## config.mk

```make
export PLATFORM = sky130hd
export DESIGN_NAME = multicycle_ctrl_fsm_flat
export DESIGN_NICKNAME = d
export VERILOG_FILES = /design/src/rtl/multicycle_ctrl_fsm_pkg.sv /design/src/rtl/multicycle_ctrl_fsm_if.sv /design/src/rtl/multicycle_ctrl_fsm_mem_wait_watchdog.sv /design/src/rtl/multicycle_ctrl_fsm.sv /design/src/flat_wrapper.sv
export SDC_FILE = /design/constraint.sdc
export NUM_CORES = 1
export LEC_CHECK = 0
export CAP_MARGIN = 20
export CORE_MARGIN = 5
export CORE_UTILIZATION = 53
export CTS_CLUSTER_DIAMETER = 150
export DETAILED_ROUTE_END_ITERATION = 8
export HOLD_SLACK_MARGIN = 0.05
export PLACE_DENSITY = 0.89
export SYNTH_ARGS = -nofsm -noshare
export SYNTH_HDL_FRONTEND = slang
export SYNTH_SLANG_ARGS = --single-unit
```

## constraint.sdc

```tcl
create_clock -name clk -period 4.8 [get_ports clk]
set_input_delay 0.96 -clock clk [delete_from_list [all_inputs] [get_ports clk]]
set_output_delay 0.96 -clock clk [all_outputs]
set_load 0.02 [all_outputs]
```

## src/rtl/multicycle_ctrl_fsm_pkg.sv

```systemverilog
// rtl/multicycle_ctrl_fsm_pkg.sv - shared state, opcode and select encodings for the multicycle control FSM
package ctrl_pkg;

    typedef logic [3:0] state_t;

    localparam state_t S_IDLE   = 4'd0;
    localparam state_t S_FETCH  = 4'd1;
    localparam state_t S_DECODE = 4'd2;
    localparam state_t S_MEMADR = 4'd3;
    localparam state_t S_MEMRD  = 4'd4;
    localparam state_t S_MEMWB  = 4'd5;
    localparam state_t S_MEMWR  = 4'd6;
    localparam state_t S_EXEC_R = 4'd7;
    localparam state_t S_EXEC_I = 4'd8;
    localparam state_t S_ALUWB  = 4'd9;
    localparam state_t S_BRANCH = 4'd10;
    localparam state_t S_TRAP   = 4'd11;

    localparam logic [6:0] OP_R      = 7'b0110011;
    localparam logic [6:0] OP_I      = 7'b0010011;
    localparam logic [6:0] OP_LOAD   = 7'b0000011;
    localparam logic [6:0] OP_STORE  = 7'b0100011;
    localparam logic [6:0] OP_BRANCH = 7'b1100011;

    localparam logic [1:0] SRCA_PC     = 2'b00;
    localparam logic [1:0] SRCA_OLDPC  = 2'b01;
    localparam logic [1:0] SRCA_RS1    = 2'b10;

    localparam logic [1:0] SRCB_RS2    = 2'b00;
    localparam logic [1:0] SRCB_IMM    = 2'b01;
    localparam logic [1:0] SRCB_FOUR   = 2'b10;

    localparam logic [1:0] ALUOP_ADD   = 2'b00;
    localparam logic [1:0] ALUOP_SUB   = 2'b01;
    localparam logic [1:0] ALUOP_FUNCT = 2'b10;

    localparam logic [1:0] RES_ALUOUT  = 2'b00;
    localparam logic [1:0] RES_MEMDATA = 2'b01;
    localparam logic [1:0] RES_ALU     = 2'b10;

    // States that hold a request on the shared memory port and are watched for stalls.
    function automatic logic is_mem_state(input state_t s);
        return (s == S_FETCH) || (s == S_MEMRD) || (s == S_MEMWR);
    endfunction

endpackage

```

## src/rtl/multicycle_ctrl_fsm_if.sv

```systemverilog
// rtl/multicycle_ctrl_fsm_if.sv - control/datapath signal bundle for the multicycle control FSM
interface multicycle_ctrl_fsm_if #(parameter int CNT_W = 32);
    logic [6:0]       opcode;
    logic             zero;
    logic             mem_ready;
    logic             pc_write;
    logic             ir_write;
    logic             iord;
    logic             mem_read;
    logic             mem_write;
    logic             reg_write;
    logic [1:0]       alu_src_a;
    logic [1:0]       alu_src_b;
    logic [1:0]       alu_op;
    logic [1:0]       result_src;
    logic             instr_done;
    logic [CNT_W-1:0] retired_cnt;
    logic             mem_timeout;
    logic             trap;

    modport master (
        input  opcode, zero, mem_ready,
        output pc_write, ir_write, iord, mem_read, mem_write, reg_write,
               alu_src_a, alu_src_b, alu_op, result_src,
               instr_done, retired_cnt, mem_timeout, trap
    );

    modport slave (
        output opcode, zero, mem_ready,
        input  pc_write, ir_write, iord, mem_read, mem_write, reg_write,
               alu_src_a, alu_src_b, alu_op, result_src,
               instr_done, retired_cnt, mem_timeout, trap
    );
endinterface

```

## src/rtl/multicycle_ctrl_fsm_mem_wait_watchdog.sv

```systemverilog
// rtl/multicycle_ctrl_fsm_mem_wait_watchdog.sv - stall counter and timeout compare for memory states
module mem_wait_watchdog #(
    parameter int MEM_WAIT_MAX = 15
) (
    input  logic clk,
    input  logic rst_n,
    input  logic i_active,
    input  logic i_ready,
    input  logic i_clear,
    output logic o_expire
);
    localparam int W = (MEM_WAIT_MAX < 2) ? 1 : $clog2(MEM_WAIT_MAX + 1);
    localparam logic [W-1:0] LAST_WAIT = W'(MEM_WAIT_MAX - 1);

    logic [W-1:0] r_cnt;

    // Fires on the stall cycle that would bring the count to MEM_WAIT_MAX; a ready in that cycle completes instead.
    assign o_expire = i_active && !i_ready && (r_cnt == LAST_WAIT);

    always_ff @(posedge clk or negedge rst_n) begin
        if (!rst_n) begin
            r_cnt <= '0;
        end else if (i_clear || o_expire) begin
            r_cnt <= '0;
        end else if (i_active && !i_ready) begin
            r_cnt <= r_cnt + 1'b1;
        end
    end
endmodule

```

## src/rtl/multicycle_ctrl_fsm.sv

```systemverilog
// rtl/multicycle_ctrl_fsm.sv - multicycle RV32-subset control FSM; define ILLEGAL_TRAP_EN for the illegal-opcode trap
module multicycle_ctrl_fsm
    import ctrl_pkg::*;
#(
    parameter int MEM_WAIT_MAX = 15,
    parameter int CNT_W        = 32
) (
    input  logic                   clk,
    input  logic                   rst_n,
    multicycle_ctrl_fsm_if.master  bus
);
    state_t           r_state;
    state_t           w_next;
    logic [CNT_W-1:0] r_retired_cnt;
    logic             r_mem_timeout;
    logic             w_expire;
    logic             w_state_change;

    logic       w_pc_write, w_ir_write, w_iord, w_mem_read, w_mem_write, w_reg_write, w_instr_done;
    logic [1:0] w_alu_src_a, w_alu_src_b, w_alu_op, w_result_src;

    assign w_state_change = (w_next != r_state);

    mem_wait_watchdog #(.MEM_WAIT_MAX(MEM_WAIT_MAX)) u_watchdog (
        .clk      (clk),
        .rst_n    (rst_n),
        .i_active (is_mem_state(r_state)),
        .i_ready  (bus.mem_ready),
        .i_clear  (w_state_change),
        .o_expire (w_expire)
    );

    always_comb begin
        w_next = r_state;
        case (r_state)
            S_IDLE:   w_next = S_FETCH;
            S_FETCH:  if (bus.mem_ready) w_next = S_DECODE;
            S_DECODE: begin
                case (bus.opcode)
                    OP_LOAD, OP_STORE: w_next = S_MEMADR;
                    OP_R:              w_next = S_EXEC_R;
                    OP_I:              w_next = S_EXEC_I;
                    OP_BRANCH:         w_next = S_BRANCH;
`ifdef ILLEGAL_TRAP_EN
                    default:           w_next = S_TRAP;
`else
                    default:           w_next = S_FETCH;
`endif
                endcase
            end
            S_MEMADR: w_next = (bus.opcode == OP_LOAD) ? S_MEMRD : S_MEMWR;
            S_MEMRD: begin
                if (bus.mem_ready)  w_next = S_MEMWB;
                else if (w_expire)  w_next = S_FETCH;
            end
            S_MEMWB:  w_next = S_FETCH;
            S_MEMWR:  if (bus.mem_ready || w_expire) w_next = S_FETCH;
            S_EXEC_R: w_next = S_ALUWB;
            S_EXEC_I: w_next = S_ALUWB;
            S_ALUWB:  w_next = S_FETCH;
            S_BRANCH: w_next = S_FETCH;
            S_TRAP:   w_next = S_TRAP;
            default:  w_next = S_IDLE;
        endcase
    end

    // Moore decode; only the FETCH/MEMWR completion strobes and the BRANCH pc_write look at inputs.
    always_comb begin
        w_pc_write   = 1'b0;
        w_ir_write   = 1'b0;
        w_iord       = 1'b0;
        w_mem_read   = 1'b0;
        w_mem_write  = 1'b0;
        w_reg_write  = 1'b0;
        w_instr_done = 1'b0;
        w_alu_src_a  = SRCA_PC;
        w_alu_src_b  = SRCB_RS2;
        w_alu_op     = ALUOP_ADD;
        w_result_src = RES_ALUOUT;
        case (r_state)
            S_FETCH: begin
                w_mem_read   = 1'b1;
                w_alu_src_b  = SRCB_FOUR;
                w_result_src = RES_ALU;
                w_ir_write   = bus.mem_ready;
                w_pc_write   = bus.mem_ready;
            end
            S_DECODE: begin
                w_alu_src_a = SRCA_OLDPC;
                w_alu_src_b = SRCB_IMM;
            end
            S_MEMADR: begin
                w_alu_src_a = SRCA_RS1;
                w_alu_src_b = SRCB_IMM;
            end
            S_MEMRD: begin
                w_mem_read = 1'b1;
                w_iord     = 1'b1;
            end
            S_MEMWB: begin
                w_reg_write  = 1'b1;
                w_result_src = RES_MEMDATA;
                w_instr_done = 1'b1;
            end
            S_MEMWR: begin
                w_mem_write  = 1'b1;
                w_iord       = 1'b1;
                w_instr_done = bus.mem_ready;
            end
            S_EXEC_R: begin
                w_alu_src_a = SRCA_RS1;
                w_alu_op    = ALUOP_FUNCT;
            end
            S_EXEC_I: begin
                w_alu_src_a = SRCA_RS1;
                w_alu_src_b = SRCB_IMM;
            end
            S_ALUWB: begin
                w_reg_write  = 1'b1;
                w_instr_done = 1'b1;
            end
            S_BRANCH: begin
                w_alu_src_a  = SRCA_RS1;
                w_alu_op     = ALUOP_SUB;
                w_pc_write   = bus.zero;
                w_instr_done = 1'b1;
            end
            default: ;
        endcase
    end

    always_ff @(posedge clk or negedge rst_n) begin
        if (!rst_n) begin
            r_state       <= S_IDLE;
            r_retired_cnt <= '0;
            r_mem_timeout <= 1'b0;
        end else begin
            r_state <= w_next;
            if (w_instr_done) r_retired_cnt <= r_retired_cnt + 1'b1;
            if (w_expire)     r_mem_timeout <= 1'b1;
        end
    end

    assign bus.pc_write    = w_pc_write;
    assign bus.ir_write    = w_ir_write;
    assign bus.iord        = w_iord;
    assign bus.mem_read    = w_mem_read;
    assign bus.mem_write   = w_mem_write;
    assign bus.reg_write   = w_reg_write;
    assign bus.alu_src_a   = w_alu_src_a;
    assign bus.alu_src_b   = w_alu_src_b;
    assign bus.alu_op      = w_alu_op;
    assign bus.result_src  = w_result_src;
    assign bus.instr_done  = w_instr_done;
    assign bus.retired_cnt = r_retired_cnt;
    assign bus.mem_timeout = r_mem_timeout;
`ifdef ILLEGAL_TRAP_EN
    assign bus.trap        = (r_state == S_TRAP);
`else
    assign bus.trap        = 1'b0;
`endif
endmodule

```

## src/flat_wrapper.sv

```systemverilog
// flat-port wrapper written by rule: the top's interface ports become plain ports
module multicycle_ctrl_fsm_flat import ctrl_pkg::*;
#(
    parameter int MEM_WAIT_MAX = 15,
    parameter int CNT_W        = 32
)
  (clk, rst_n, bus_opcode, bus_zero, bus_mem_ready, bus_pc_write, bus_ir_write, bus_iord, bus_mem_read, bus_mem_write, bus_reg_write, bus_alu_src_a, bus_alu_src_b, bus_alu_op, bus_result_src, bus_instr_done, bus_retired_cnt, bus_mem_timeout, bus_trap);
  multicycle_ctrl_fsm_if #(.CNT_W(CNT_W)) bus_i ();
  input  logic clk;
  input  logic rst_n;
  input wire logic [$bits(bus_i.opcode)-1:0] bus_opcode;
  input wire logic [$bits(bus_i.zero)-1:0] bus_zero;
  input wire logic [$bits(bus_i.mem_ready)-1:0] bus_mem_ready;
  output wire logic [$bits(bus_i.pc_write)-1:0] bus_pc_write;
  output wire logic [$bits(bus_i.ir_write)-1:0] bus_ir_write;
  output wire logic [$bits(bus_i.iord)-1:0] bus_iord;
  output wire logic [$bits(bus_i.mem_read)-1:0] bus_mem_read;
  output wire logic [$bits(bus_i.mem_write)-1:0] bus_mem_write;
  output wire logic [$bits(bus_i.reg_write)-1:0] bus_reg_write;
  output wire logic [$bits(bus_i.alu_src_a)-1:0] bus_alu_src_a;
  output wire logic [$bits(bus_i.alu_src_b)-1:0] bus_alu_src_b;
  output wire logic [$bits(bus_i.alu_op)-1:0] bus_alu_op;
  output wire logic [$bits(bus_i.result_src)-1:0] bus_result_src;
  output wire logic [$bits(bus_i.instr_done)-1:0] bus_instr_done;
  output wire logic [$bits(bus_i.retired_cnt)-1:0] bus_retired_cnt;
  output wire logic [$bits(bus_i.mem_timeout)-1:0] bus_mem_timeout;
  output wire logic [$bits(bus_i.trap)-1:0] bus_trap;
  assign bus_i.opcode = bus_opcode;
  assign bus_i.zero = bus_zero;
  assign bus_i.mem_ready = bus_mem_ready;
  assign bus_pc_write = bus_i.pc_write;
  assign bus_ir_write = bus_i.ir_write;
  assign bus_iord = bus_i.iord;
  assign bus_mem_read = bus_i.mem_read;
  assign bus_mem_write = bus_i.mem_write;
  assign bus_reg_write = bus_i.reg_write;
  assign bus_alu_src_a = bus_i.alu_src_a;
  assign bus_alu_src_b = bus_i.alu_src_b;
  assign bus_alu_op = bus_i.alu_op;
  assign bus_result_src = bus_i.result_src;
  assign bus_instr_done = bus_i.instr_done;
  assign bus_retired_cnt = bus_i.retired_cnt;
  assign bus_mem_timeout = bus_i.mem_timeout;
  assign bus_trap = bus_i.trap;
  multicycle_ctrl_fsm #(.MEM_WAIT_MAX(MEM_WAIT_MAX), .CNT_W(CNT_W)) u_core (.clk(clk), .rst_n(rst_n), .bus(bus_i));
endmodule
```

### After elaboration in Yosys (flattened, before gate mapping)

Cells that the tools add are included.

* register bits: 41
* input port bits: 11
* output and inout bits: 49
* logic and storage cells: 62

* add/sub/neg operators: 2
* eq/ne operators: 18
* multiplexer cells: 20
* reductions and logical operators: 18

Operators with widths (number)
* 32-bit by 1-bit adder with 32-bit output, second input constant: 1
* 4-bit one-hot mux with 8 select lines: 1
* 4-bit two-way mux: 6
* 4-bit equality test, second input constant: 5
* 4-bit by 3-bit equality test with 1-bit output, second input constant: 4
* 2-bit one-hot mux with 2 select lines: 4
* 4-bit one-hot mux with 4 select lines: 1
* 7-bit by 6-bit equality test with 1-bit output, second input constant: 2
* 2-bit OR reduction: 5
* 4-bit by 2-bit equality test with 1-bit output, second input constant: 2
* 4-bit OR reduction: 2
* 7-bit by 2-bit equality test with 1-bit output, second input constant: 1
* 7-bit by 5-bit equality test with 1-bit output, second input constant: 1
* 7-bit equality test, second input constant: 1
* 3-bit OR reduction: 2
* 1-bit two-way mux: 5
* 4-bit by 1-bit adder with 4-bit output, second input constant: 1
* 4-bit by 1-bit equality test with 1-bit output, second input constant: 1
* 4-bit zero test: 1
* 1-bit logical OR: 4
* 4-bit inequality test: 1
* 1-bit one-hot mux with 2 select lines: 2
* 1-bit logical AND: 2
* 2-bit two-way mux: 1
* other kinds (2): 2

### Logic depth before layout (Yosys ltp)

Gate-level depths: netlist of run 1.

* word-level depth: 11
* depth in mapped cells: 7
* depth with buffers taken out: 7

### Cells and area by module

Synthesis of run 1 repeated with hierarchy kept, for this count alone.

* cells, all modules: 240
* area, all modules: 2372.3 sq um

By module, submodules not included
* multicycle_ctrl_fsm: times used 1, cells each 217, area each 2119.5 sq um, seq. area each 925.9 sq um
* mem_wait_watchdog: times used 1, cells each 23, area each 252.7 sq um, seq. area each 100.1 sq um

### Worst setup path after synthesis of run 1

OpenSTA, ideal clock, no wires.

* path type: input to output
* start point: input bus_mem_ready
* end point: output bus_instr_done
* arrival: 1.898 ns
* data required time: 3.840 ns
* slack: 1.942 ns
* cell stages on the path: 4
* buffers on the path: 1
* cells stage by stage: buf_2 and3b_1 o21ai_1 nand2_1

* longest elaborated chain between the ends: 1

RTL lines
* start: declaration: line flat_wrapper.sv:13 `input wire logic [$bits(bus_i.mem_ready)-1:0] bus_mem_ready;`
* 1-bit one-hot mux with 2 select lines: line multicycle_ctrl_fsm.sv:80 `case (r_state)`
* end: declaration: line flat_wrapper.sv:24 `output wire logic [$bits(bus_i.instr_done)-1:0] bus_instr_done;`

Every way passes these cells.

### Final worst setup path of run 1

Same ends and word-level chain as after synthesis.

==> results.md, run 1 <==
- Largest net degree at the start of global routing: 42
- Final setup violation count: 0
- Mapped Area: 2350 sq um
- Async S/R FF share, synth: 100%
- Number of global-route vias before repair: 1,888
- Die W: 76.6 um
- Mapped Cells: 233
- Clk buf depth: 2
- Final core occ: 70.2%
- Area Overhead vs Synth: 29.0%
- CP endpoint kind: output port
- CTS Buf Count: 5
- Worst Max-Slew Pin Slew: 0.906 ns
- Peak Freq: 253 MHz
- Cell taking the most area after synthesis: dfrtp_1
- WL/cell: 15.6 um
- Commonest cells post-synth: dfrtp_1, xnor2_1, nand2_1
- Vias per cell: 5.72
- Final hold violation count: 0
- Final ANT Viol Nets: 0
- TritonCTS clock tree: done
- # DRC: 0
- Critical path type: in2out
- Post-synth EDFFs: 0
- DR iter-0 viols: 81
- Die height: 76.6 um
- Layout cells sized above 1: 7.27%
- Crit-path max FO: 10
- H-tree depth: 2
- GR Overflow Total: 0
- Pleak: 1.21 nW
- Die area: 5870 sq um
- Power Density: 409 nW/um^2
- CP Data Arrival Time: 3.00 ns
- Worst-path clk slew: 0.08 ns
- Total GRT Usage: 19.0%
- Total number of vias: 1,950
- Most frequent cell after synthesis: dfrtp_1
- Global-route wire length before repair: 9140 um
- WP data required: 3.84 ns
- Flops & latches, synth: 41
- Post-cts gate resize count: 0
- Clock latency at the later pin of the worst-skew pair: 0.29 ns
- Root buf cell: clkbuf_8
- Share of the synthesized area in the top cell type: 43.6%
- N_diodes: 0
- Slew HR: 39.6%
- Synth Flop Type: dfrtp_1
- Period utilisation layout: 82.5%
- Core Rows: 24
- CTS sink cnt: 41
- Status: completed
- DR pass1 iterations: 4
- I/O Pins: 60
- Hold slack: 0.483 ns
- Post-layout minimum cycle time: 3.96 ns
- Cell variety after synth: 57
- Setup tns final: 0 ns
- GPL Wtd Cong: 0.925
- Postcts setup bufs: 0
- Initial Util: 54.4%
- # hold bufs at CTS: 0
- Initial antenna violation count: 0
- Mean Syn Cell Area: 10.1 sq um
- Core area: 4320 sq um
- Max cap viols: 0
- DPL Wire Length: 4010 um
- Worst hold path type: reg2reg
- Drt total wl: 5310 um
- RSZ-0062 raised after global routing: false
- Clock skew: 0.00406 ns
- FILL cells: 322
- Post-layout net count: 303
- Sequential area share after synthesis: 43.6%
- CP Launch Type: primary input
- Slew Viols, Final: 0
- Max IR drop VDD: 0.259 mV
- Synth top area cells: dfrtp_1, xnor2_1, nand2_1
- Syn Nets: 247
- PortBufs: 58
- Yosys Warn Count: 0
[layout by cell type, fill, tap and decap left out, drive strengths merged, types with 2 or more instances in the layout]
cell type      instances
or2                    2
nor3                   8
a21o                   3
o21ai                  6
nor2                   8
inv                    8
and3                   4
nand4                 11
nand2b                 3
xor2                   4
nor2b                  5
nand2                 20
o21bai                 2
nand4b                 2
nor4bb                 2
clkdlybuf4s50         57
and2                   4
a21boi                 2
a41oi                  2
a211oi                 3
clkbuf                 6
ha                     3
or3b                   2
and4                   2
dfrtp                 41
nor4                   2
xnor2                 30
a21oi                 12
nand3                 15
[critical path, stage by stage]
cell	delay (ns)
clkdlybuf4s50_1	0.61
and3b_1	0.27
o21ai_1	0.37
nand2_1	0.20
clkdlybuf4s50_1	0.58
[final timing paths]
path                                         endpoint                       start  cells after the start  slack [ns]
max in group asynchronous  u_core.bus.retired_cnt[11]                       rst_n                      1        3.44
setup / recovery                       bus_instr_done               bus_mem_ready                      5        0.84
hold reg to reg            u_core.bus.retired_cnt[31]  u_core.bus.retired_cnt[31]                      1        0.48
min in group asynchronous  u_core.bus.retired_cnt[29]                       rst_n                      1        0.79
setup reg to reg           u_core.u_watchdog.r_cnt[3]           u_core.r_state[2]                      5        2.53
hold / removal             u_core.bus.retired_cnt[31]  u_core.bus.retired_cnt[31]                      1        0.48
[through the flow]
step	cells	cell area, sq um	total power [W]	setup WS, ns
floorplan	233	2350	0.000821	1.94
finish	341	3040	0.00124	0.840
detailed placement	334	2950	0.00102	0.839
global placement	334	2950	0.00101	0.872
global route	341	3040	0.00132	0.718
CTS	341	3040	0.00125	0.841
[flip-flops by register name (all words and copies together) (netlist names)]
register and count:
u_core.bus.retired_cnt 32, u_core.r_state 4, u_core.u_watchdog.r_cnt 4, u_core.bus.mem_timeout 1
[cells by family after synthesis]
| group | synth area share [%] |
|---|---|
| mux | 0.904 |
| xor+xnor | 12.7 |
| fa+ha+maj | 1.60 |
| compound gates | 13.0 |
| simple gates | 24.7 |
| other cells | 0.159 |
| buf+inv | 3.46 |
| flops | 43.6 |
[layer usage]
layer / global-route usage, % / part of all wire, % / up-vias
met2: 31.8 / 51 / 54
met1: 23.5 / 43 / 957
li1: - / - / 937
met3: 5.32 / 5.7 / 2
met4: 6.29 / 0.77 / 0
met5: 0 / 0 / -
[power by group]
group	leakage (nW)	switching, W	internal, W	total, W
Sequential	0.555	0.0000808	0.000379	0.000460
Clock	0.0433	0.000114	0.000114	0.000227
Combinational	0.609	0.000307	0.000247	0.000554
[cell type report]
cell class	instances	area [sq um]	share of cell area [%]
Clock buffer	6	82.6	2.72
Clock inverter	1	7.51	0.247
Inverter	9	33.8	1.11
Multi-Input combinational cell	174	1250	41.0
Sequential cell	41	1030	33.8
Tap cell	52	65.1	2.14
Timing Repair Buffer	58	576	19.0
Note: power is estimated with default switching activity, not from simulation.
==> run 2, diff against run 1 <==
CORE_UTILIZATION = 49   (was 53)
PLACE_DENSITY = 0.83   (was 0.89)
clock period = 4 ns   (was 4.8 ns; I/O delays follow)
==> run 2 against run 1 <==
  * Non-clock buffer count grew 3
  * Total power increased by 20%
  * Worst setup slack got worse by 0.27 ns
  * Global-route usage decreased by 0.35 points
  * Largest cell class unchanged
  * Register-to-register slack worse by 0.77 ns
  * Die area up 7.1%
  * Largest power group unchanged
  * Clock-buffer cell count fell by 1
  * Via count decreased by 1.0%
  * Combinational power up 26%
==> results.md, run 2 (synthesized netlist as in run 1, its figures left out) <==
- Status: completed
- Hold slack: 0.471 ns (-0.0127 ns)
- Number of global-route vias before repair: 1,959 (+3.8%)
- GPL Wtd Cong: 0.852 (-7.8%)
- Die height: 79.3 um (+3.5%)
- Critical path cell sequence: or4b_1 > inv_1 > and2_1 > a21o_1 > clkdlybuf4s50_1
- # hold bufs at CTS: 0 (unchanged)
- Peak Freq: 291 MHz
- Pleak: 1.22 nW (+1.3%)
- Postcts setup bufs: 0 (unchanged)
- Clock skew: 0.00665 ns (+0.00259 ns)
- Area Overhead vs Synth: 29.9%
- I/O Pins: 60 (unchanged)
- Pre-CTS WS: 0.583 ns (-0.256 ns)
- Post-DP Area: 2970 sq um (+0.85%)
- CP Launch Type: flip-flop
- Leading cell type in the layout, fill and taps excluded: clkdlybuf4s50_1
- Worst Max-Slew Pin Slew: 0.890 ns (-0.0154 ns)
- H-tree depth: 2 (unchanged)
- DPL Wire Length: 4170 um (+4.1%)
- Max reg flops: 32 (unchanged)
- CP delay by family, top: simple AND/OR/NAND/NOR gates
- Worst hold path type: reg2reg
- Final setup violation count: 0 (unchanged)
- Sw Share: 41.1% (+0.67 points)
- Post-layout net count: 306 (+0.99%)
- Final ANT Viol Nets: 0 (unchanged)
- CP endpoint kind: output port
- Post-cts gate resize count: 0 (unchanged)
- PortBufs: 58 (unchanged)
- Power Density: 488 nW/um^2 (+19%)
- Slew HR: 40.7% (+1.0 points)
- N_diodes: 0 (unchanged)
- Layout Cells excl Fill: 347 (+1.8%)
- Cells after DPL: 339 (+1.5%)
- Total number of vias: 1,930 (-1.0%)
- DR iter-0 viols: 116 (+43%)
- Clock latency at the later pin of the worst-skew pair: 0.29 ns (about the same)
- # DRC: 0 (unchanged)
- Initial antenna violation count: 0 (unchanged)
- WL/cell: 15.8 um (+1.6%)
- Core area: 4690 sq um (+8.5%)
- WP data required: 3.20 ns (-0.64 ns)
- Max IR drop VDD: 0.264 mV (+2.0%)
- Drt total wl: 5490 um (+3.4%)
- TritonCTS clock tree: done
- Final worst slack: 0.569 ns (-0.271 ns)
- Max cap viols: 0 (unchanged)
- Final hold violation count: 0 (unchanged)
- Vias per cell: 5.56 (-2.7%)
- CTS Buf Count: 5 (unchanged)
- CP Data Arrival Time: 2.63 ns (-0.37 ns)
- Period utilisation layout: 85.8%
- Die W: 79.3 um (+3.5%)
- Worst path slowest cell: or4b_1
- Total GRT Usage: 18.7% (-0.35 points)
- RSZ-0062 raised after global routing: false
- WP buf/inv: 2 (unchanged)
- Clock power frac: 17.8% (-0.5 points)
- Int Pwr: 0.000879 W (+19%)
- Root buf cell: clkbuf_8
- Seq pwr share: 35.5% (-1.5 points)
- Global-route wire length before repair: 9250 um (+1.2%)
- Die area: 6290 sq um (+7.1%)
- Setup tns final: 0 ns (unchanged)
- Largest net degree at the start of global routing: 42 (unchanged)
- Post-layout minimum cycle time: 3.43 ns
- Slew Viols, Final: 0 (unchanged)
- DR pass1 iterations: 4 (unchanged)
- Slowest stage delay, CP: 0.70 ns (+0.09 ns)
- Initial Util: 50.2% (-4.3 points)
- Worst-path clk slew: 0.08 ns (about the same)
- Combinational power share: 46.7% (+2.1 points)
- CTS sink cnt: 41 (unchanged)
- Crit-path max FO: 16 (+6)
- Core Rows: 25 (+4.2%)
- Clk buf depth: 2 (unchanged)
- GR Overflow Total: 0 (unchanged)
- Layout cells sized above 1: 8.53% (+1.3 points)
- Design Area, Final: 3060 sq um (+0.70%)
- Psw: 0.000614 W (+22%)
- Critical path type: reg2out
- Most frequent cells in the layout: clkdlybuf4s50_1, dfrtp_1, xnor2_1
==> run 2: cell count changes in the layout (fill, tap and decap cells not counted) <==
cell      delta
clkbuf_8     -1
buf_4        +3
clkinv_2     +2
==> run 2: worst reg2reg max path, cell delays in order (launching register included) <==
cell      delay [ns]
dfrtp_1         0.65
or4b_1          0.70
a21oi_4         0.25
o22ai_1         0.15
a211oi_4        0.28
nor3_1          0.09
==> run 2: final cells by class <==
cell class | instances | area, sq um
Fill cell | 379 | 1630
Multi-Input combinational cell | 174 | 1250
Sequential cell | 41 | 1030
Timing Repair Buffer | 61 | 598
Clock buffer | 5 | 68.8
Tap cell | 54 | 67.6
Inverter | 9 | 33.8
Clock inverter | 3 | 17.5
==> run 2: per-stage QoR <==
stage / power [W] / utilization (%)
after floorplan: 0.000985 / -
after global placement: 0.00122 / 63.3
after detailed placement: 0.00123 / 63.3
after CTS: 0.00150 / 65.2
after global routing: 0.00159 / 65.2
final: 0.00149 / 65.2
==> run 2: worst paths after layout <==
check                                           start                    endpoint  slack [ns]  depth (start not counted)
max                                 u_core.r_state[0]                bus_pc_write        0.57                          5
min                        u_core.bus.retired_cnt[31]  u_core.bus.retired_cnt[31]        0.47                          1
min reg2reg                u_core.bus.retired_cnt[31]  u_core.bus.retired_cnt[31]        0.47                          1
max reg2reg                         u_core.r_state[0]  u_core.u_watchdog.r_cnt[3]        1.76                          5
max in group asynchronous                       rst_n  u_core.bus.retired_cnt[22]        2.81                          1
min in group asynchronous                       rst_n  u_core.bus.retired_cnt[16]        0.63                          1
==> run 2: routing by layer <==
metal  wire length, um  share of wire, %  up-vias  GRT usage, %
li1                  -                 -      933             -
met1              2400                44      935          23.7
met2              2700                49       57          30.6
met3               322               5.9        5          5.10
met4                68               1.2        0          6.36
met5                 0                 0        -             0
==> run 2: power groups by stage <==
stage / clock network (W) / logic [W] / registers [W]
floorplan: 0 / 0.000451 / 0.000534
global placement: 0 / 0.000688 / 0.000535
detailed placement: 0 / 0.000699 / 0.000536
CTS: 0.000273 / 0.000701 / 0.000529
global route: 0.000288 / 0.000758 / 0.000540
finish: 0.000266 / 0.000698 / 0.000529
==> run 3, diff against run 2 <==
ABC_AREA = 1   (was default)
CORE_UTILIZATION = 45   (was 49)
PLACE_DENSITY = 0.79   (was 0.83)
clock period = 2.93 ns   (was 4 ns; I/O delays follow)
==> run 3 against run 2 <==
  * Clock-buffer cell count up 1
  * Register-to-register slack got worse by 0.92 ns
  * Global-route usage down 1.1 points
  * Design area up 9.3%
  * Area after synthesis up 9.0%
  * Synthesized cell count increased by 48%
  * Non-clock buffer count is 2 lower
  * Wire length rose by 13%
  * Via count is 27% higher
  * Combinational power rose by 33%
  * Largest cell class unchanged
==> results.md, run 3 <==
- DR iter-0 viols: 155 (+34%)
- WL/cell: 12.9 um (-19%)
- Core area: 5540 sq um (+18%)
- Power Density: 636 nW/um^2 (+30%)
- Total GRT Usage: 17.6% (-1.1 points)
- Synth top area cells: dfrtp_1, nand2_1, xor2_1
- Max reg flops: 32 (unchanged)
- Crit-path max FO: 5 (-11)
- Origin of the worst setup path: u_core.r_state[3]
- Core Rows: 27 (+8.0%)
- Worst path slowest cell: clkdlybuf4s50_1
- Peak Freq: 395 MHz
- Number of global-route vias before repair: 2,320 (+18%)
- CP Data Arrival Time: 1.95 ns (-0.68 ns)
- Die area: 7310 sq um (+16%)
- PortBufs: 58 (unchanged)
- Async S/R FF share, synth: 100% (unchanged)
- # DRC: 0 (unchanged)
- Area Overhead vs Synth: 30.3%
- Slew HR: 40.8% (+0.12 points)
- I/O Pins: 60 (unchanged)
- R2r startpoint: u_core.bus.retired_cnt[0]
- Root buf cell: clkbuf_8
- Cell taking the most area after synthesis: dfrtp_1
- Status: completed
- Max IR drop VDD: 0.345 mV (+31%)
- WP buf/inv: 2 (unchanged)
- Setup tns final: 0 ns (unchanged)
- Leading cell type in the layout, fill and taps excluded: nand2_1
- Post-layout net count: 421 (+38%)
- Mapped Area: 2570 sq um (+9.0%)
- Critical Path Sink: bus_pc_write
- WP data required: 2.34 ns (-0.86 ns)
- Vias per cell: 5.12 (-7.9%)
- Layout cells sized above 1: 7.84% (-0.69 points)
- Share of the synthesized area in the top cell type: 40.0% (-3.6 points)
- CTS sink cnt: 41 (unchanged)
- RR Endpoint: u_core.bus.retired_cnt[18]
- Cell variety after synth: 32 (-44%)
- Yosys Warn Count: 0 (unchanged)
- Global-route wire length before repair: 10,500 um (+14%)
- Critical path type: reg2out
- Critical path cell sequence: nor2_2 > inv_2 > nor2_2 > nand2_1 > nand2_1 > clkdlybuf4s50_1
- Most frequent cell after synthesis: nand2_1
- Mean Syn Cell Area: 7.46 sq um (-26%)
- Largest net degree at the start of global routing: 42 (unchanged)
- Post-cts gate resize count: 0 (unchanged)
- H-tree depth: 2 (unchanged)
- Synth Flop Type: dfrtp_1
- N_diodes: 0 (unchanged)
- Final hold violation count: 0 (unchanged)
- Worst hold path type: in2async
- DPL Wire Length: 4980 um (+19%)
- CP endpoint kind: output port
- Max cap viols: 0 (unchanged)
- Clock latency at the later pin of the worst-skew pair: 0.29 ns (about the same)
- Commonest cells post-synth: nand2_1, dfrtp_1, inv_1, nor2_1
- Most frequent cells in the layout: nand2_1, clkdlybuf4s50_1, dfrtp_1
- CP delay by family, top: buffers and inverters
- Initial Util: 46.3% (-3.8 points)
- Clk buf depth: 2 (unchanged)
- Worst-path clk slew: 0.08 ns (about the same)
- Worst Max-Slew Pin Slew: 0.888 ns (-0.00173 ns)
- Slowest stage delay, CP: 0.60 ns (-0.10 ns)
- Sequential area share after synthesis: 40.0% (-3.6 points)
- Drt total wl: 6180 um (+13%)
- Flops & latches, synth: 41 (unchanged)
- CP Launch Type: flip-flop
- Slew Viols, Final: 0 (unchanged)
- Die W: 85.5 um (+7.8%)
- Syn Nets: 358 (+45%)
- Postcts setup bufs: 0 (unchanged)
- RSZ-0062 raised after global routing: false
- # hold bufs at CTS: 0 (unchanged)
- Power Total: 0.00213 W (+42%)
- Mapped Cells: 344 (+48%)
- DR pass1 iterations: 7 (+3)
- Total number of vias: 2,458 (+27%)
- Die height: 85.5 um (+7.8%)
- Post-synth EDFFs: 0 (unchanged)
- GPL Wtd Cong: 0.874 (+2.6%)
- Initial antenna violation count: 0 (unchanged)
- Period utilisation layout: 86.4%
- Pleak: 1.57 nW (+28%)
- TritonCTS clock tree: done
- Final ANT Viol Nets: 0 (unchanged)
- FF-to-FF path depth: 8 (+3)
- CTS Buf Count: 5 (unchanged)
- R2R Setup Slk: 0.84 ns (-0.92 ns)
- Clock skew: 0.00508 ns (-0.00157 ns)
- Post-layout minimum cycle time: 2.53 ns
- Crit. path cell count: 6 (+1)
- Final setup violation count: 0 (unchanged)
- GR Overflow Total: 0 (unchanged)
==> run 3: cell count changes after synthesis, sizes merged, moves of 9 or more <==
cell / previous run / this run
inv: 8 / 40
xnor2: 30 / 9
a21oi: 12 / 2
nand3: 15 / 24
nand2: 20 / 109
xor2: 4 / 20
nor2: 8 / 42
==> run 3: final cells by class <==
| cell class | count | area, sq um |
|---|---|---|
| Fill cell | 495 | 2200 |
| Multi-Input combinational cell | 260 | 1370 |
| Sequential cell | 41 | 1030 |
| Timing Repair Buffer | 59 | 583 |
| Inverter | 40 | 150 |
| Tap cell | 72 | 90.1 |
| Clock buffer | 6 | 82.6 |
| Clock inverter | 2 | 37.5 |
==> run 3: cell families after synthesis <==
group,count (synthesis),synth area share [%]
flip-flops,41,40.0
AO/OA/AOI/OAI,11,2.24
other,1,0.146
XOR/XNOR,29,9.90
AND/OR/NAND/NOR,216,39.8
adder cells (fa/ha/maj),3,1.46
buffers and inverters,43,6.48
==> run 3: per-stage QoR <==
| stage | utilization, % | instances | hold WS [ns] | worst slack (ns) | cell area, sq um |
|---|---|---|---|---|---|
| after floorplan | - | 344 | 0.290 | 0.979 | 2570 |
| after global placement | 58.2 | 472 | 0.464 | 0.464 | 3220 |
| after detailed placement | 58.2 | 472 | 0.463 | 0.456 | 3220 |
| after CTS | 60.3 | 480 | 0.447 | 0.391 | 3340 |
| after global routing | 60.3 | 480 | 0.492 | 0.274 | 3340 |
| final | 60.3 | 480 | 0.416 | 0.397 | 3340 |
==> run 3: metal layers <==
metal  part of all wire, %  GRT usage (%)
met1                    44           23.5
met2                    47           28.8
met3                   6.3           2.88
met4                   2.2           6.04
met5                     0              0
==> run 3: how the worst min path moves through the flow <==
| stage | startpoint | to | slack, ns |
|---|---|---|---|
| 6_report | rst_n | u_core.bus.retired_cnt[29] | 0.42 |
| 5_1_grt | u_core.bus.mem_timeout | u_core.bus.mem_timeout | 0.49 |
| 4_1_cts | rst_n | u_core.bus.retired_cnt[18] | 0.45 |
| 3_5_place_dp | u_core.bus.mem_timeout | u_core.bus.mem_timeout | 0.46 |
| 3_3_place_gp | u_core.bus.mem_timeout | u_core.bus.mem_timeout | 0.46 |
| 2_1_floorplan | rst_n | u_core.bus.mem_timeout | 0.29 |
==> run 3: worst register-to-register path, stage by stage (launching register included) <==
cell and delay (ns):
dfrtp_1 0.45, ha_1 0.24, nand3_1 0.19, nor2_1 0.34, nand3_2 0.18, nor2_4 0.15
nand4_2 0.13, o21ai_0 0.22, nand2_1 0.07
==> run 3: power by group <==
group	internal [W]	switching (W)	total, W
clock network	0.000277	0.000192	0.000469
registers	0.000633	0.0000963	0.000729
logic	0.000366	0.000561	0.000927
